<file path="src/rtl/mem_access_unit.sv">
// mem_access_unit: MEM-stage adapter between the EX/MEM register and a
// word-addressed data memory. Loads are extracted and extended in the same
// cycle. Word stores go straight through. Sub-word stores take a one-cycle
// read-modify-write: the unit stalls for the read, then writes the merged word.
module mem_access_unit #(
  parameter int AW = 32,
  parameter int DW = 32
) (
  input  logic          clk,
  input  logic          rst,
  input  logic          MemRead,
  input  logic          MemWrite,
  input  logic [1:0]    Size,
  input  logic          Unsigned,
  input  logic          Flush,
  input  logic [AW-1:0] Address,
  input  logic [DW-1:0] WriteData,
  input  logic [DW-1:0] DM_ReadData,
  output logic          DM_MemRead,
  output logic          DM_MemWrite,
  output logic [AW-1:0] DM_Address,
  output logic [DW-1:0] DM_WriteData,
  output logic [DW-1:0] LoadData,
  output logic          Stall,
  output logic          Misaligned,
  output logic          Err
);

  typedef enum logic [0:0] {
    ST_IDLE = 1'b0,
    ST_RMW  = 1'b1
  } state_e;

  state_e          state_q, state_d;
  logic [AW-1:0]   addr_q, addr_d;
  logic [1:0]      size_q, size_d;
  // Only the low half of the store data can reach memory through the merge
  // path, because word stores never enter the RMW state.
  logic [15:0]     wdata_q, wdata_d;
  logic [DW-1:0]   merge_q, merge_d;
  logic            err_q, err_d;

  logic            req;
  logic            is_load;
  logic            misaligned_req;
  logic            active;
  logic [7:0]      load_byte;
  logic [15:0]     load_half;
  logic [DW-1:0]   load_ext;
  logic [DW-1:0]   rmw_word;
  logic [AW-1:0]   addr_aligned;

  assign req            = MemRead | MemWrite;
  // Simultaneous read and write is treated as a store.
  assign is_load        = MemRead & ~MemWrite;
  assign misaligned_req = req & (((Size == 2'b01) & Address[0]) |
                                 (Size[1] & (Address[1:0] != 2'b00)));
  // A request that the unit will actually carry out while it is idle.
  assign active         = (state_q == ST_IDLE) & ~Flush & req & ~misaligned_req;
  assign addr_aligned   = {Address[AW-1:2], 2'b00};

  // Pick the addressed byte or halfword out of the memory word and extend it.
  always_comb begin
    load_byte = DM_ReadData[8*Address[1:0] +: 8];
    load_half = Address[1] ? DM_ReadData[31:16] : DM_ReadData[15:0];
    load_ext  = DM_ReadData;
    case (Size)
      2'b00:   load_ext = Unsigned ? {24'd0, load_byte}
                                   : {{24{load_byte[7]}}, load_byte};
      2'b01:   load_ext = Unsigned ? {16'd0, load_half}
                                   : {{16{load_half[15]}}, load_half};
      default: load_ext = DM_ReadData;
    endcase
  end

  // Per-lane merge of the latched store data into the word read in the
  // stall cycle. A byte store hits one lane; a half store hits a lane pair.
  generate
    for (genvar gi = 0; gi < 4; gi++) begin : g_lane
      logic       lane_hit;
      logic [7:0] lane_src;

      assign lane_hit = (size_q == 2'b00) ? (addr_q[1:0] == 2'(gi))
                                          : (addr_q[1] == 1'(gi / 2));
      assign lane_src = (size_q == 2'b00) ? wdata_q[7:0]
                                          : wdata_q[8*(gi % 2) +: 8];
      assign rmw_word[8*gi +: 8] = lane_hit ? lane_src : merge_q[8*gi +: 8];
    end
  endgenerate

  // Next-state and output decode; every output defaults to inactive.
  always_comb begin
    state_d      = state_q;
    addr_d       = addr_q;
    size_d       = size_q;
    wdata_d      = wdata_q;
    merge_d      = merge_q;
    DM_MemRead   = 1'b0;
    DM_MemWrite  = 1'b0;
    DM_Address   = addr_aligned;
    DM_WriteData = '0;
    LoadData     = '0;
    Stall        = 1'b0;
    Misaligned   = 1'b0;

    case (state_q)
      ST_IDLE: begin
        Misaligned = misaligned_req & ~Flush;
        if (active) begin
          if (is_load) begin
            DM_MemRead = 1'b1;
            LoadData   = load_ext;
          end else if (Size[1]) begin
            DM_MemWrite  = 1'b1;
            DM_WriteData = WriteData;
          end else begin
            // Sub-word store: read the old word now, write the merge next cycle.
            DM_MemRead = 1'b1;
            Stall      = 1'b1;
            merge_d    = DM_ReadData;
            addr_d     = Address;
            size_d     = Size;
            wdata_d    = WriteData[15:0];
            state_d    = ST_RMW;
          end
        end
      end
      ST_RMW: begin
        // Uses latched values only; a flush here cancels the write.
        DM_Address   = {addr_q[AW-1:2], 2'b00};
        DM_WriteData = rmw_word;
        DM_MemWrite  = ~Flush;
        state_d      = ST_IDLE;
      end
      default: state_d = ST_IDLE;
    endcase
  end

  // Sticky error: any misaligned request that survives flush sets it.
  assign err_d = err_q | Misaligned;
  assign Err   = err_q;

  // State and capture registers.
  always_ff @(posedge clk or negedge rst) begin
    if (!rst) begin
      state_q <= ST_IDLE;
      addr_q  <= '0;
      size_q  <= '0;
      wdata_q <= '0;
      merge_q <= '0;
      err_q   <= 1'b0;
    end else begin
      state_q <= state_d;
      addr_q  <= addr_d;
      size_q  <= size_d;
      wdata_q <= wdata_d;
      merge_q <= merge_d;
      err_q   <= err_d;
    end
  end

endmodule

</file>
<file path="config.mk">
export PLATFORM = sky130hd
export DESIGN_NAME = mem_access_unit
export DESIGN_NICKNAME = d
export VERILOG_FILES = /design/src/rtl/mem_access_unit.sv
export SDC_FILE = /design/constraint.sdc
export NUM_CORES = 1
export LEC_CHECK = 0
export ABC_AREA = 1
export BUFFER_PORTS_ARGS = -buffer_cell sky130_fd_sc_hd__buf_2
export CAP_MARGIN = 30
export CORE_AREA = 2 2 96 191
export CTS_CLUSTER_DIAMETER = 100
export DETAILED_ROUTE_END_ITERATION = 7
export DIE_AREA = 0 0 98 193
export GPL_TIMING_DRIVEN = 0
export HOLD_SLACK_MARGIN = 0.02
export PLACE_DENSITY_LB_ADDON = 0.08
export SLEW_MARGIN = 30
export SYNTH_ARGS = -nofsm -noshare
export SYNTH_HDL_FRONTEND = slang
export SYNTH_SLANG_ARGS = --single-unit
</file>
<file path="constraint.sdc">
create_clock -name clk -period 4.6 [get_ports clk]
set_input_delay 0.46 -clock clk [delete_from_list [all_inputs] [get_ports clk]]
set_output_delay 0.46 -clock clk [all_outputs]
set_load 0.05 [all_outputs]
</file>
==> summary.md, run 1 <==
| Metric | Value |
|---|---|
| WL/cell | `15.8 µm` |
| Largest net degree at the start of global routing | `50` |
| Hold Crit Depth | `3` |
| Final hold viol count | `0` |
| TNS Setup | `0 ps` |
| Wl on met1 | `8.33 mm` |
| Total I/O pin count | `205` |
| Placed Cells | `1177` |
| Avg Synthesized Cell Area | `6.78 µm²` |
| First-pass GRT wire length | `28.8 mm` |
| Period minus WS final | `2840 ps` |
| DRC viols | `0` |
| Grt total ovfl | `0` |
| IO buf count | `202` |
| Fin crit share | `61.7%` |
| LEAKAGE | `3.81 nW` |
| Initial antenna violation count | `0` |
| Wire length on met2 | `9.43 mm` |
| Worst hold slack | `357 ps` |
| Chip height | `193 µm` |
| Area occupied by multi-input gates | `2460 µm²` |
| CTS sink count | `83` |
| Power Density | `360 nW/µm²` |
| First DRT Iteration DRCs | `257` |
| Starting Density | `29.4%` |
| Hold crit path type | `in -> reg` |
| RSZ-0062 raised after global routing | `no` |
| DRT Pass-1 Iters | `4` |
| Post-CTS setup buffer count | `0` |
| Register area | `2080 µm²` |
| Highest routed layer | `met4` |
| Post-layout power | `0.00244 W` |
| Rel. slew slack | `62.2%` |
| Fillers | `1978` |
| Die extent in x | `98 µm` |
| Setup CP Type | `reg -> out` |
| Most common cell after layout, fill and taps aside | `buf_2` |
| CP Data Arrival Time | `2380 ps` |
| Root Buffer | `clkbuf_16` |
| Fin. max-slew vios | `0` |
| Most frequent cells in the layout | `buf_2, nand2_1, inv_1` |
| Endpoint, Worst Hold | `addr_q[22]$_DFFE_PN0P_` |
| VDD IR max | `0.174 mV` |
| CP Capture Type | `primary output` |
| CTS buffer count | `9` |
| Final antenna-violating net count | `0` |
| Vias/cell | `4.66` |
| Worst Reg2Reg Path Length in Cells | `6` |
| GRT Total Usage | `19.5%` |
| Seq cells post-synth | `83` |
| CTS tree | `built` |
| Peak Freq | `353 MHz` |
| RR Endpoint | `merge_q[4]$_DFFE_PN0P_` |
| Sequential cell area fraction in the yosys report | `40.3%` |
| Max Cap Viol | `0` |
| Largest fanout on the critical path | `10` |
| Die Area | `18900 µm²` |
| Max Clock Skew | `7.82 ps` |
| RePlAce Congestion | `0.834` |
| Total routed wirelength | `18.9 mm` |
| CTS max path bufs | `2` |
| Worst-Margin Slew | `567 ps` |
| R2R setup slack | `2720 ps` |
| Mapped Area | `5150 µm²` |
| Final net count | `1080` |
| Worst EP required | `4140 ps` |
| H-tree levels | `3` |
| Syn. warnings | `0` |
| Final WS setup | `1760 ps` |
| Core Box Area | `17500 µm²` |
| Final setup violation count | `0` |
| DPL Wire Length | `14.8 mm` |
| Status | `completed` |
| CTS clk-pin slew, worst paths | `70 ps` |
| Routed vias | `5565` |
| Core Rows | `69` |
| Hold_sp | `Address[22]` |
| Final std cells w/o fill | `1195` |
| Routed wl met3 | `929 µm` |
| Yosys cell types | `26` |
| Clock latency at the later pin of the worst-skew pair | `340 ps` |
| Share of cells above drive strength 1 | `28.1%` |
| Vias in the first global route | `5381` |
| Post-Syn Instances | `760` |
| Synth-to-Final Area Change | `31.3%` |
| FF-to-FF Start | `state_q$_DFF_PN0_` |
| Dpl ws | `1870 ps` |
| Setup crit start kind | `register` |
[flip-flops by register name (all words and copies together) (netlist names)]
signal,flops
size_q,1
wdata_q,16
addr_q,32
Err,1
merge_q,32
state_q,1
[cell families after synthesis]
| logic type | Yosys count | share of synthesized area, % |
|---|---|---|
| other | 1 | 0.0728 |
| flip-flops | 83 | 40.3 |
| buffers and inverters | 149 | 12.0 |
| AND/OR/NAND/NOR | 318 | 25.0 |
| AO/OA/AOI/OAI | 209 | 22.7 |
[per-layer routing]
metal	track usage, %	vias to the layer above
li1	-	2850
met4	4.43	0
met5	0	-
met1	25.7	2518
met2	34.0	185
met3	2.63	12
[cell type report]
cell class / instances / area share (%)
multi-input cells: 529 / 36.4
plain buffers: 45 / 3.33
well taps: 213 / 3.94
diodes: 1 / 0.0370
repair buffers: 204 / 15.6
flip-flops and latches: 83 / 30.7
clock inverters: 7 / 0.870
clock buffers: 9 / 3.33
inverters: 104 / 5.77
[critical path, stage by stage (launching register included)]
cell,delay (ps)
dfrtp_1,530
clkbuf_1,460
clkbuf_1,400
o21ai_0,150
o22ai_1,180
buf_2,300
[what timing repair did]
action / 4_1_cts / 5_1_grt
hold buffers: 1 / 0
endpoints found under the hold margin: 25 / 0
gates resized for setup: 0 / 0
[synthesized netlist by cell type]
cell type / count / area, µm²
buf_2: 9 / 45.0
o22ai_1: 15 / 93.8
nor3_2: 1 / 10.0
nor2_2: 1 / 6.26
conb_1: 1 / 3.75
nor2_1: 98 / 368
nand3_1: 18 / 90.1
o21ai_0: 92 / 460
dfrtp_1: 83 / 2080
clkbuf_1: 26 / 97.6
nand2_2: 4 / 25.0
o21ai_2: 19 / 166
clkinv_1: 1 / 3.75
or2_2: 8 / 50.1
o21ai_1: 41 / 205
nand3_4: 1 / 17.5
buf_6: 4 / 45.0
inv_1: 99 / 372
a21oi_4: 1 / 16.3
buf_4: 4 / 30.0
a21oi_1: 33 / 165
nand4_4: 1 / 21.3
nand2_1: 186 / 698
buf_1: 2 / 7.51
o211ai_1: 8 / 60.1
inv_2: 4 / 15.0
[how the worst max path moves through the flow]
stage | start | to | depth (start not counted)
2_1_floorplan | Size[0] | DM_WriteData[0] | 8
3_3_place_gp | Size[0] | DM_WriteData[5] | 11
3_5_place_dp | Size[0] | DM_WriteData[5] | 11
4_1_cts | state_q$_DFF_PN0_ | DM_WriteData[23] | 5
5_1_grt | state_q$_DFF_PN0_ | DM_WriteData[22] | 5
6_report | state_q$_DFF_PN0_ | DM_WriteData[22] | 5
[stage by stage]
step / instance area, µm² / util [%]
floorplan: 5150 / -
global placement: 6430 / 36.7
detailed placement: 6460 / 36.9
CTS: 6760 / 38.6
global route: 6760 / 38.6
finish: 6760 / 38.6
[where the power goes]
part           switching [W]  internal (W)  total (W)  leakage [nW]
Combinational       0.000497      0.000217   0.000714          2.63
Clock               0.000337      0.000376   0.000713         0.139
Sequential          0.000113      0.000895    0.00101          1.04
(Power assumes the default switching activity.)
==> run 2: changes to the inputs <==
Clock period 4.6 ns to 2.7 ns, I/O delays scaled along.
==> run 2 against run 1 <==
  * Global-route usage is the same
  * Clock skew grew 0.74 ps
  * Largest power group unchanged
  * Largest cell class unchanged
  * First-iteration DRC count shrank 2.3%
  * Via count shrank 0.23%
  * Die area is the same
==> summary.md, run 2 (synthesis results as in run 1) <==
| Metric | Value |
|---|---|
| FF-to-FF Start | `state_q$_DFF_PN0_ (unchanged)` |
| Vias in the first global route | `5381 (unchanged)` |
| Antenna cell count | `0 (was 1)` |
| Final std cells w/o fill | `1194 (was 1195)` |
| DRC viols | `0 (unchanged)` |
| Power Density | `612 nW/µm² (was 360 nW/µm²)` |
| Biggest regs | `addr_q (32), merge_q (32), wdata_q (16) (unchanged)` |
| Worst-Margin Slew | `547 ps (was 567 ps)` |
| Largest fanout on the critical path | `10 (unchanged)` |
| Synth-to-Final Area Change | `31.4% (was 31.3%)` |
| CTS sink count | `83 (unchanged)` |
| CP max stage cell | `dfrtp_1 (unchanged)` |
| WP buf/inv | `4 (was 3)` |
| Delay-heaviest family, CP | `buffers and inverters (unchanged)` |
| Final antenna-violating net count | `0 (unchanged)` |
| Vias/cell | `4.65 (was 4.66)` |
| Die extent in x | `98 µm (unchanged)` |
| LEAKAGE | `3.81 nW (about the same)` |
| DPL Wire Length | `14.8 mm (unchanged)` |
| Total routed wirelength | `18.9 mm (about the same)` |
| Worst hold slack | `166 ps (was 357 ps)` |
| First-pass GRT wire length | `28.8 mm (unchanged)` |
| Initial antenna violation count | `0 (unchanged)` |
| CP Data Arrival Time | `2300 ps (was 2380 ps)` |
| Worst EP required | `2430 ps (was 4140 ps)` |
| VDD IR max | `0.295 mV (was 0.174 mV)` |
| Hold Crit Depth | `3 (unchanged)` |
| Most common cell after layout, fill and taps aside | `buf_2 (unchanged)` |
| Max Clock Skew | `8.57 ps (was 7.82 ps)` |
| RR Endpoint | `merge_q[3]$_DFFE_PN0P_ (was merge_q[4]$_DFFE_PN0P_)` |
| Final hold viol count | `0 (unchanged)` |
| Rel. slew slack | `63.6% (was 62.2%)` |
| CP Capture Type | `primary output (unchanged)` |
| Share of cells above drive strength 1 | `28.2% (was 28.1%)` |
| CTS tree | `built (unchanged)` |
| Final setup violation count | `0 (unchanged)` |
| WL/cell | `15.8 µm (about the same)` |
| IO buf count | `202 (unchanged)` |
| R2R setup slack | `880 ps (was 2720 ps)` |
| Die Area | `18900 µm² (unchanged)` |
| Max Cap Viol | `0 (unchanged)` |
| GRT Total Usage | `19.5% (unchanged)` |
| Fin. max-slew vios | `0 (unchanged)` |
| Critical path depth | `8 (was 5)` |
| Hold_sp | `Address[22] (unchanged)` |
| Core Box Area | `17500 µm² (unchanged)` |
| Setup CP Type | `reg -> out (unchanged)` |
| Endpoint, Worst Hold | `addr_q[22]$_DFFE_PN0P_ (unchanged)` |
| Final net count | `1080 (unchanged)` |
| Placed Cells | `1177 (unchanged)` |
| RSZ-0062 raised after global routing | `no (unchanged)` |
| Hold crit path type | `in -> reg (unchanged)` |
| Fin crit share | `95.3%` |
| Chip height | `193 µm (unchanged)` |
| Starting Density | `29.4% (unchanged)` |
| Final Cell Area | `6770 µm² (was 6760 µm²)` |
| Core Rows | `69 (unchanged)` |
| CTS buffer count | `9 (unchanged)` |
| H-tree levels | `3 (unchanged)` |
| TNS Setup | `0 ps (unchanged)` |
| Status | `completed (unchanged)` |
| Worst Reg2Reg Path Length in Cells | `6 (unchanged)` |
| Period minus WS final | `2570 ps` |
| Most frequent cells in the layout | `buf_2, nand2_1, inv_1 (unchanged)` |
| Setup crit start kind | `register (unchanged)` |
| Root Buffer | `clkbuf_16 (unchanged)` |
| Max incr delay on CP | `510 ps (was 530 ps)` |
| Clock latency at the later pin of the worst-skew pair | `340 ps (about the same)` |
| Total I/O pin count | `205 (unchanged)` |
| CTS max path bufs | `2 (unchanged)` |
| First DRT Iteration DRCs | `251 (was 257)` |
| CP Cell Sequence | `nor3_4 -> nand2_2 -> buf_4 -> inv_2 -> nand3_4 -> buf_6 -> o21ai_2 -> buf_2 (was clkbuf_1 -> clkbuf_1 -> o21ai_0 -> o22ai_1 -> buf_2)` |
| CTS clk-pin slew, worst paths | `70 ps (about the same)` |
| Post-CTS setup buffer count | `0 (unchanged)` |
| Grt total ovfl | `0 (unchanged)` |
| Largest net degree at the start of global routing | `50 (unchanged)` |
| Placed Area | `6460 µm² (unchanged)` |
| RePlAce Congestion | `0.834 (unchanged)` |
| DRT Pass-1 Iters | `4 (unchanged)` |
| Routed vias | `5552 (was 5565)` |
| Peak Freq | `389 MHz` |
==> run 2: changes by cell type in the layout (fill, tap and decap cells not counted) <==
cell / delta
clkbuf_2: +1
nor3_2: -1
nor3_4: +1
clkbuf_1: -1
diode_2: -1
==> run 2: report_power, final <==
group | leakage (nW) | internal, W | switching, W | total (W)
combinational | 2.64 | 0.000370 | 0.000848 | 0.00122
clock | 0.139 | 0.000640 | 0.000568 | 0.00121
sequential | 1.04 | 0.00153 | 0.000193 | 0.00172
==> run 2: worst reg2reg max path, cell delays in order (launching register included) <==
cell,delay [ps]
dfrtp_1,510
nor3_4,300
nand4_4,230
buf_2,280
buf_2,230
nand2_1,80
o21ai_1,60
==> run 2: area by class of cell <==
class	instances	area, µm²
Sequential cell	83	2080
Buffer	45	226
Multi-Input combinational cell	529	2470
Timing Repair Buffer	204	1050
Inverter	104	390
Clock inverter	7	58.8
Tap cell	213	267
Clock buffer	9	225
Fill cell	1977	10800
==> run 2: metrics by stage <==
stage	power, W	setup WS, ps	util (%)
after floorplan	0.00253	201	-
after global routing	0.00440	15.5	38.6
after CTS	0.00419	14.2	38.6
after global placement	0.00294	347	36.7
after detailed placement	0.00296	347	36.9
final	0.00414	128	38.6
==> run 2: worst max path at each step <==
| stage | from | end |
|---|---|---|
| after floorplan | state_q$_DFF_PN0_ | DM_WriteData[0] |
| after global placement | Size[0] | DM_WriteData[5] |
| after detailed placement | Size[0] | DM_WriteData[5] |
| after CTS | state_q$_DFF_PN0_ | DM_WriteData[23] |
| after global routing | state_q$_DFF_PN0_ | DM_WriteData[22] |
| final | state_q$_DFF_PN0_ | DM_WriteData[7] |
==> run 2: routing by layer <==
metal	vias to the layer above	track usage, %	share of wire, %
met5	-	0	0
met4	0	4.43	1.1
met3	12	2.63	4.5
met2	158	34.0	50
met1	2530	25.7	44
li1	2852	-	-
==> run 2: repair_timing <==
item | in CTS | in global routing
hold endpoints to repair | 34 | 0
resized for setup | 0 | 3
setup endpoints to repair | 0 | 43
hold buffers | 1 | 0
==> run 3: changes to the inputs <==
Settings changed: PLACE_DENSITY from default to 0.62, PLACE_DENSITY_LB_ADDON 0.08 to default.
==> run 3 against run 2 <==
  * Die area stayed put
  * Power shrank 0.11%
  * Routed wire length down 9.7%
  * Highest routed layer unchanged
==> summary.md, run 3 (synthesis results as in run 1) <==
| Metric | Value |
|---|---|
| Hold crit path type | `in -> reg (unchanged)` |
| Fillers | `1929 (was 1977)` |
| Critical path depth | `5 (was 8)` |
| Rel. slew slack | `58.6% (was 63.6%)` |
| Initial antenna violation count | `0 (unchanged)` |
| CP max stage cell | `dfrtp_2 (was dfrtp_1)` |
| Final std cells w/o fill | `1194 (unchanged)` |
| Final net count | `1080 (unchanged)` |
| Clock latency at the later pin of the worst-skew pair | `340 ps (about the same)` |
| Hold_sp | `DM_ReadData[28] (was Address[22])` |
| Largest fanout on the critical path | `11 (was 10)` |
| WL/cell | `14.3 µm (was 15.8 µm)` |
| Die Area | `18900 µm² (unchanged)` |
| Vias in the first global route | `5227 (was 5381)` |
| CTS clk-pin slew, worst paths | `60 ps (was 70 ps)` |
| Vias/cell | `4.67 (was 4.65)` |
| Worst EP required | `2430 ps (about the same)` |
| Worst-Margin Slew | `621 ps (was 547 ps)` |
| CP Data Arrival Time | `2290 ps (was 2300 ps)` |
| Max incr delay on CP | `500 ps (was 510 ps)` |
| Share of cells above drive strength 1 | `28.4% (was 28.2%)` |
| Root Buffer | `clkbuf_16 (unchanged)` |
| Total I/O pin count | `205 (unchanged)` |
| Max Cap Viol | `0 (unchanged)` |
| Setup crit start kind | `register (unchanged)` |
| GRT Total Usage | `17.5% (was 19.5%)` |
| DPL Wire Length | `13.8 mm (was 14.8 mm)` |
| LEAKAGE | `3.82 nW (was 3.81 nW)` |
| CTS tree | `built (unchanged)` |
| Worst Reg2Reg Path Length in Cells | `6 (unchanged)` |
| CP Cell Sequence | `nor3_4 -> nand4_4 -> inv_2 -> buf_2 -> buf_2 (was nor3_4 -> nand2_2 -> buf_4 -> inv_2 -> nand3_4 -> buf_6 -> o21ai_2 -> buf_2)` |
| IO buf count | `202 (unchanged)` |
| RePlAce Congestion | `0.918 (was 0.834)` |
| Most common cell after layout, fill and taps aside | `buf_2 (unchanged)` |
| DRC viols | `0 (unchanged)` |
| Max Clock Skew | `6.03 ps (was 8.57 ps)` |
| Routed vias | `5575 (was 5552)` |
| Most frequent cells in the layout | `buf_2, nand2_1, inv_1 (unchanged)` |
| Post-layout power | `0.00414 W (about the same)` |
| First DRT Iteration DRCs | `283 (was 251)` |
| Biggest regs | `addr_q (32), merge_q (32), wdata_q (16) (unchanged)` |
| Status | `completed (unchanged)` |
| Setup CP Type | `reg -> out (unchanged)` |
| Final hold viol count | `0 (unchanged)` |
| Antenna cell count | `0 (unchanged)` |
| Peak Freq | `390 MHz (was 389 MHz)` |
| H-tree levels | `3 (unchanged)` |
| FF-to-FF Start | `state_q$_DFF_PN0_ (unchanged)` |
| RR Endpoint | `addr_q[23]$_DFFE_PN0P_ (was merge_q[3]$_DFFE_PN0P_)` |
| Placed Cells | `1177 (unchanged)` |
| Total routed wirelength | `17.0 mm (was 18.9 mm)` |
| Hold Crit Depth | `3 (unchanged)` |
| Period minus WS final | `2560 ps (was 2570 ps)` |
| Post-CTS setup buffer count | `0 (unchanged)` |
| Critical path's most frequent cell | `buf_2` |
| RSZ-0062 raised after global routing | `no (unchanged)` |
| Starting Density | `29.4% (unchanged)` |
| Final setup violation count | `0 (unchanged)` |
| Chip height | `193 µm (unchanged)` |
| Largest net degree at the start of global routing | `61 (was 50)` |
| CP Capture Type | `primary output (unchanged)` |
| Fin crit share | `94.9% (was 95.3%)` |
| Final antenna-violating net count | `0 (unchanged)` |
| Grt total ovfl | `0 (unchanged)` |
| Delay-heaviest family, CP | `buffers and inverters (unchanged)` |
| First-pass GRT wire length | `26.6 mm (was 28.8 mm)` |
| R2R setup slack | `810 ps (was 880 ps)` |
| Core Rows | `69 (unchanged)` |
| Synth-to-Final Area Change | `31.8% (was 31.4%)` |
| Power Density | `610 nW/µm² (was 612 nW/µm²)` |
| WP buf/inv | `3 (was 4)` |
| Fin. max-slew vios | `0 (unchanged)` |
| TNS Setup | `0 ps (unchanged)` |
| Final Cell Area | `6790 µm² (was 6770 µm²)` |
| VDD IR max | `0.278 mV (was 0.295 mV)` |
| CTS sink count | `83 (unchanged)` |
| CTS max path bufs | `2 (unchanged)` |
| Endpoint, Worst Hold | `merge_q[28]$_DFFE_PN0P_ (was addr_q[22]$_DFFE_PN0P_)` |
| CTS buffer count | `9 (unchanged)` |
| Placed Area | `6460 µm² (unchanged)` |
| Die extent in x | `98 µm (unchanged)` |
| DRT Pass-1 Iters | `5 (was 4)` |
| Core Box Area | `17500 µm² (unchanged)` |
run 3: layout make-up:
type	instances	area, µm²	area share [%]
Sequential cell	83	2080	30.6
Clock inverter	7	73.8	1.09
Tap cell	213	267	3.93
Multi-Input combinational cell	529	2470	36.4
Buffer	45	226	3.34
Inverter	104	394	5.81
Timing Repair Buffer	204	1050	15.5
Clock buffer	9	225	3.32
run 3: worst min-delay path, cell delays in order:
cell	delay, ps
buf_2	110
nand2_1	50
nand2_1	40
run 3: timing repair:
action,in CTS,in global routing
gates resized for setup,1,4
hold endpoints to repair,23,0
endpoints found under the setup margin,1,6
hold buffers,1,0
run 3: power by group:
part	switching, W	internal, W	total (W)
Combinational	0.000833	0.000370	0.00120
Sequential	0.000175	0.00153	0.00170
Clock	0.000514	0.000721	0.00124
Total	0.00152	0.00262	0.00414
run 3: how the worst max path moves through the flow:
stage	from	end	slack, ps
detailed placement	state_q$_DFF_PN0_	Stall	350
floorplan	state_q$_DFF_PN0_	DM_WriteData[0]	200
global route	state_q$_DFF_PN0_	Stall	40
CTS	state_q$_DFF_PN0_	Stall	70
global placement	state_q$_DFF_PN0_	Stall	350
finish	state_q$_DFF_PN0_	Stall	140
run 3: stage by stage:
| step | hold slack (ps) | utilization [%] | setup WS [ps] |
|---|---|---|---|
| 5_1_grt | 183 | 38.7 | 42.8 |
| 3_5_place_dp | 145 | 36.9 | 347 |
| 4_1_cts | 163 | 38.7 | 74.1 |
| 3_3_place_gp | 459 | 36.7 | 348 |
| 6_report | 163 | 38.7 | 137 |
| 2_1_floorplan | -25.6 | - | 201 |
run 3: layer usage:
metal / vias to the layer above / global-route usage (%) / wire [µm]
met5: - / 0 / 0
met4: 0 / 5.93 / 382
met3: 24 / 2.70 / 1290
met2: 245 / 28.5 / 7720
met1: 2465 / 23.8 / 7650
li1: 2841 / - / -
